<file path="config.mk">
export PLATFORM = sky130hd
export DESIGN_NAME = req_fifo_mux_2
export DESIGN_NICKNAME = d
export VERILOG_FILES = /design/src/rtl/req_fifo_mux_2.sv
export SDC_FILE = /design/constraint.sdc
export NUM_CORES = 1
export LEC_CHECK = 0
export ABC_CLOCK_PERIOD_IN_PS = 3100
export BUFFER_PORTS_ARGS = -buffer_cell sky130_fd_sc_hd__buf_2
export CORE_MARGIN = 2
export CORE_UTILIZATION = 57
export DETAILED_ROUTE_END_ITERATION = 12
export PLACE_DENSITY_LB_ADDON = 0.12
export SLEW_MARGIN = 20
export SYNTH_ARGS = -nofsm -noshare
export SYNTH_HDL_FRONTEND = slang
export SYNTH_SLANG_ARGS = --single-unit
export TNS_END_PERCENT = 1
</file>
<file path="constraint.sdc">
create_clock -name clk -period 3.1 [get_ports clk]
set_clock_uncertainty 0.05 [all_clocks]
set_input_delay 0.31 -clock clk [delete_from_list [all_inputs] [get_ports clk]]
set_output_delay 0.31 -clock clk [all_outputs]
set_load 0.01 [all_outputs]
</file>
<file path="src/rtl/req_fifo_mux_2.sv">
// req_fifo_mux_2: two per-channel request FIFOs merged onto one output
// through an external 2-way round-robin arbiter (registered grant).
// Ports:
//   clk, rst             clock, synchronous active-high reset
//   inN_valid/data/ready per-channel push handshake (N = 0,1)
//   req                  registered non-empty flags to the arbiter
//   grant                one-hot grant from the arbiter (11 = illegal)
//   out_valid/data/src   merged output word and its source channel
//   out_ready            downstream accept
//   level0/level1        FIFO occupancy
//   err_grant            sticky illegal-grant flag
module req_fifo_mux_2 #(
   parameter int DATA_W = 16,
   parameter int DEPTH  = 4
) (
   input  logic                     clk,
   input  logic                     rst,
   input  logic                     in0_valid,
   input  logic [DATA_W-1:0]        in0_data,
   output logic                     in0_ready,
   input  logic                     in1_valid,
   input  logic [DATA_W-1:0]        in1_data,
   output logic                     in1_ready,
   output logic [1:0]               req,
   input  logic [1:0]               grant,
   output logic                     out_valid,
   output logic [DATA_W-1:0]        out_data,
   output logic                     out_src,
   input  logic                     out_ready,
   output logic [$clog2(DEPTH):0]   level0,
   output logic [$clog2(DEPTH):0]   level1,
   output logic                     err_grant
);

   localparam int PW = $clog2(DEPTH);
   localparam int LW = PW + 1;

   logic [DATA_W-1:0] r_mem [2][DEPTH];
   logic [PW-1:0]     r_wptr [2];
   logic [PW-1:0]     r_rptr [2];
   logic [LW-1:0]     r_lvl [2];
   logic [1:0]        r_req;
   logic              r_ov;
   logic [DATA_W-1:0] r_od;
   logic              r_os;
   logic              r_err;

   logic [DATA_W-1:0] w_din [2];
   logic [LW-1:0]     w_lvl_nxt [2];
   logic [1:0]        w_vin;
   logic [1:0]        w_full;
   logic [1:0]        w_nz;
   logic [1:0]        w_ready;
   logic [1:0]        w_push;
   logic [1:0]        w_gnt;
   logic [1:0]        w_pop;
   logic              w_slot;

   always_comb begin
      w_din[0] = in0_data;
      w_din[1] = in1_data;
      w_vin    = {in1_valid, in0_valid};
      for (int i = 0; i < 2; i++) begin
         w_full[i] = (r_lvl[i] == LW'(DEPTH));
         w_nz[i]   = (r_lvl[i] != '0);
      end
      // Ready is suppressed during reset and whenever full,
      // even if a pop happens in the same cycle.
      w_ready = ~w_full & {2{~rst}};
      w_push  = w_vin & w_ready;
      // grant 11 resolves to channel 0 only.
      w_gnt   = {grant[1] & ~grant[0], grant[0]};
      w_slot  = !r_ov || out_ready;
      // Stale grants to an empty FIFO or a busy slot are dropped.
      w_pop   = w_gnt & w_nz & {2{w_slot}};
      for (int i = 0; i < 2; i++) begin
         w_lvl_nxt[i] = r_lvl[i] + LW'(w_push[i]) - LW'(w_pop[i]);
      end
   end

   // Storage is not reset; occupancy alone decides what is valid.
   always_ff @(posedge clk) begin
      for (int i = 0; i < 2; i++) begin
         if (w_push[i]) begin
            r_mem[i][r_wptr[i]] <= w_din[i];
         end
      end
   end

   always_ff @(posedge clk) begin
      if (rst) begin
         for (int i = 0; i < 2; i++) begin
            r_wptr[i] <= '0;
            r_rptr[i] <= '0;
            r_lvl[i]  <= '0;
         end
         r_req <= 2'b00;
         r_ov  <= 1'b0;
         r_od  <= '0;
         r_os  <= 1'b0;
         r_err <= 1'b0;
      end else begin
         for (int i = 0; i < 2; i++) begin
            if (w_push[i]) begin
               r_wptr[i] <= r_wptr[i] + PW'(1);
            end
            if (w_pop[i]) begin
               r_rptr[i] <= r_rptr[i] + PW'(1);
            end
            r_lvl[i] <= w_lvl_nxt[i];
            r_req[i] <= (w_lvl_nxt[i] != '0);
         end
         if (w_pop[0]) begin
            r_od <= r_mem[0][r_rptr[0]];
            r_os <= 1'b0;
            r_ov <= 1'b1;
         end else if (w_pop[1]) begin
            r_od <= r_mem[1][r_rptr[1]];
            r_os <= 1'b1;
            r_ov <= 1'b1;
         end else if (out_ready) begin
            r_ov <= 1'b0;
         end
         r_err <= r_err | (&grant);
      end
   end

   assign in0_ready = w_ready[0];
   assign in1_ready = w_ready[1];
   assign req       = r_req;
   assign out_valid = r_ov;
   assign out_data  = r_od;
   assign out_src   = r_os;
   assign level0    = r_lvl[0];
   assign level1    = r_lvl[1];
   assign err_grant = r_err;

endmodule
</file>
==> impl_results.md <==
* Outcome: finished clean
* Hold Violations, Final at 0
* Fin crit period at 2.54 ns
* GR Layer Usage met3 at about 5.3%
* DR vias at 3,398
* Worst skew pair latency at 0.52 ns
* Crit path DAT at between 2 and 3 ns
* P_leak at between 2 and 3 nW
* Post-synth top area share at around 64%
* RSZ-0062 raised after global routing: false
* Mux cell area share after synthesis at 11.3%
* GRT overflow at 0
* Pin count of the biggest net entering global routing at 29
* Commonest cells in the netlist: edfxtp_1 (136), mux4_2 (32), dfxtp_1 (27)
* Core ar. at roughly 11,000 um2
* WP data required at around 3.4 ns
* Root Driver: clkbuf_8
* Final WS setup at approximately 0.56 ns
* FF-to-FF setup slack at ~0.56 ns
* Crit path from: r_lvl[0][5]
* Max-cap violations at 0
* Fraction of layout cells with a size suffix above 1 at between 30 and 40%
* Routed vias/inst at between 5 and 6
* Final Cycle Share at 81.8%
* Sequential element share of the synthesized area at roughly 73%
* Crit path to: req[1]
* Critical R2R Capture: req[1]
* DRC violations left at 0
* Row Count at 38
* Vias in the first global route at roughly 3,500
* Netlist cell types at 31
* Ys async rst share at 0%
* Slew @ Worst Pin at 0.861 ns
* Num CTS Buffers at 17
* Worst reg2reg path startpoint: r_lvl[0][5]
* Fin. max-slew vios at 0
* PD cells at around 800 nW/um2
* Non-Filler Instances at 613
* Hold WS at just under 0.04 ns
* CTS tree: yes
* Post-synth EDFFs at approximately 140
* Final Wtd Congestion at around 0.79
* Yosys top cell by area: edfxtp_1
* Hold path depth at 2
* Met1 usage at roughly 28%
* Syn Nets at ~400
* Crit path max fanout at 19
* Sw frac at a little over a quarter
* Multi-input logic area at 1560 um2
* Area added between synthesis and finish at 23.6%
* Adder-cell area share of the yosys netlist at under 10%
* Ys flop type: edfxtp_1
* Initial antenna violation count at 0
* Cells resized by post-CTS repair at 0
* Net Switching at about 1.7 mW
* # IOs at between 60 and 70
* Pre-CTS setup slack at around 0.10 ns
* Tot GR Track Use at 21.9%
* Final HPWL DP at approximately 7600 um
* Clk buf depth at 2
* Setup-failing EPs final at 0
* CTS clk-pin slew, worst paths at ~0.06 ns
* Worst Hold Class: in2reg
* Synth Cell Area at roughly 6400 um2
* Die width at approximately 110 um
* Routed WL at ~12,000 um
* Part of the power in registers at between 40% and 50%
* Main combinational cell family by area after synthesis: multiplexers
* First-pass GRT wire length at ~18,000 um
* I/O Buffers at 67
* Slew HR at between 40% and 50%
* Number of synthesized register bits at between 150 and 200
* Final #Nets at roughly 510
* Fmax at slightly below 0.4 GHz
* Synth Area in Compound Gates at 3.23%
* WS Path Type: reg2reg
* Max IR drop VDD at between 0.0004 and 0.0005 V
* Clk network pwr share at about a third
* Sink Count at ~160
* Int Power at between 4 and 5 mW
* Register area at about 4600 um2
* Worst R2R Path Depth at 9
* H-tree Lvls at 4
* Height of the die at 110 um
* Crit. End Element: flop
* Xor and xnor fraction of the mapped netlist area at less than 1%
* Antenna Nets Post-Route at 0
* Simple-gate share of the synthesized area at just over 6%
* Drt first pass iters at 4
* DP Cell Count at between 500 and 600
* DR WL/cell at between 15 and 20 um
* Yosys warning count at 0
* Die footprint at around 12,000 um2
* Crit path launch type: flop
* Initial Util at between 50% and 60%
* Met2 Use GR at between 30% and 40%
* Top cells by area, synth: edfxtp_1 (64%), mux4_2 (11%), dfxtp_1 (8.5%)
* Cell with the most instances after synthesis: edfxtp_1
* Fillers at 670
* Syn_area_per_cell at approximately 19 um2
* Combinational Power Share at 21.0%
* Sum Neg Setup Slack at 0 ns
* Synth Instances at about 340
* Diode count at 0
* DR iter-0 viols at ~140
* GR peak layer: met2
## logic make-up (layout without fill, tap and decap cells)
kind of cell / count (synthesis) / in the layout
DFF: 163 / 163
and+or+nand+nor: 65 / 65
muxes: 32 / 32
buffers and inverters: 32 / 163
AOI/OAI and AO/OA: 30 / 30
adders and majority gates: 14 / 14
xor gates and xnor gates: 6 / 6
## critical path, stage by stage, from the launching register on
cell	delay, ns
dfxtp_1	0.42
nor3_1	0.08
or4b_1	0.61
clkinv_8	0.15
ha_1	0.24
inv_1	0.07
ha_1	0.17
fa_1	0.43
nor2_1	0.12
a21oi_1	0.07
## sequential cells by signal, indices dropped and copies added, names as in the netlist
name,cells
r_mem,128
out_data,16
r_lvl,6
r_rptr,4
r_wptr,4
req,2
err_grant,1
out_src,1
out_valid,1
## metrics by stage
stage,util (%),total power [mW],instance area (um2)
floorplan,-,3.74,6350
global placement,63.2,4.12,6850
detailed placement,63.2,4.16,6850
CTS,72.1,6.40,7810
global route,72.4,6.68,7850
finish,72.4,6.39,7850
## layout by cell type, fill, tap and decap left out, drive strengths merged
cell	netlist	final
dlygate4sd3	0	33
nor3	33	33
edfxtp	136	136
mux4	32	32
a21oi	8	8
and3	4	4
a31oi	1	1
inv	13	15
nor2b	5	5
o22ai	14	14
nor2	9	9
a22oi	2	2
nand2b	4	4
fa	2	2
xnor2	6	6
bufinv	0	5
nand3	2	2
or2	2	2
o21a	4	4
clkbuf	7	20
clkinv	1	6
ha	12	12
buf	11	84
o311ai	1	1
and2	5	5
dfxtp	27	27
or4b	1	1
## final cells by class
type | instances | area share (%)
Clock buffer | 20 | 5.42
Clock inverter | 12 | 2.58
Inverter | 14 | 0.828
Multi-Input combinational cell | 147 | 19.8
Sequential cell | 163 | 58.9
Tap cell | 140 | 2.23
Timing Repair Buffer | 117 | 10.3
## worst min-delay path by stage
stage | from | endpoint | slack [ns]
after CTS | rst | req[0] | 0.008
after global placement | err_grant | err_grant | 0.39
after detailed placement | out_data[7] | out_data[7] | 0.43
after global routing | rst | r_lvl[0][2] | 0.04
final | rst | req[0] | 0.04
after floorplan | in0_data[0] | r_mem[0][0] | 0.36
## repair_timing
item,4_1_cts,5_1_grt
setup buffers,0,4
hold endpoints to repair,129,0
hold buffers,33,0
setup endpoints to repair,0,2
## per-layer routing
layer	wire, um	share of wire (%)
met5	0	0
met4	161	1.4
met3	570	4.8
met2	6080	51
met1	5070	43
## power groups by stage
stage	Combinational [mW]	Sequential [mW]	Clock, mW
final	1.34	2.84	2.21
after global placement	1.24	2.88	0
after floorplan	0.894	2.85	0
after CTS	1.31	2.84	2.24
after detailed placement	1.28	2.89	0
after global routing	1.48	2.87	2.32
Power figures use the tool's default switching activity.
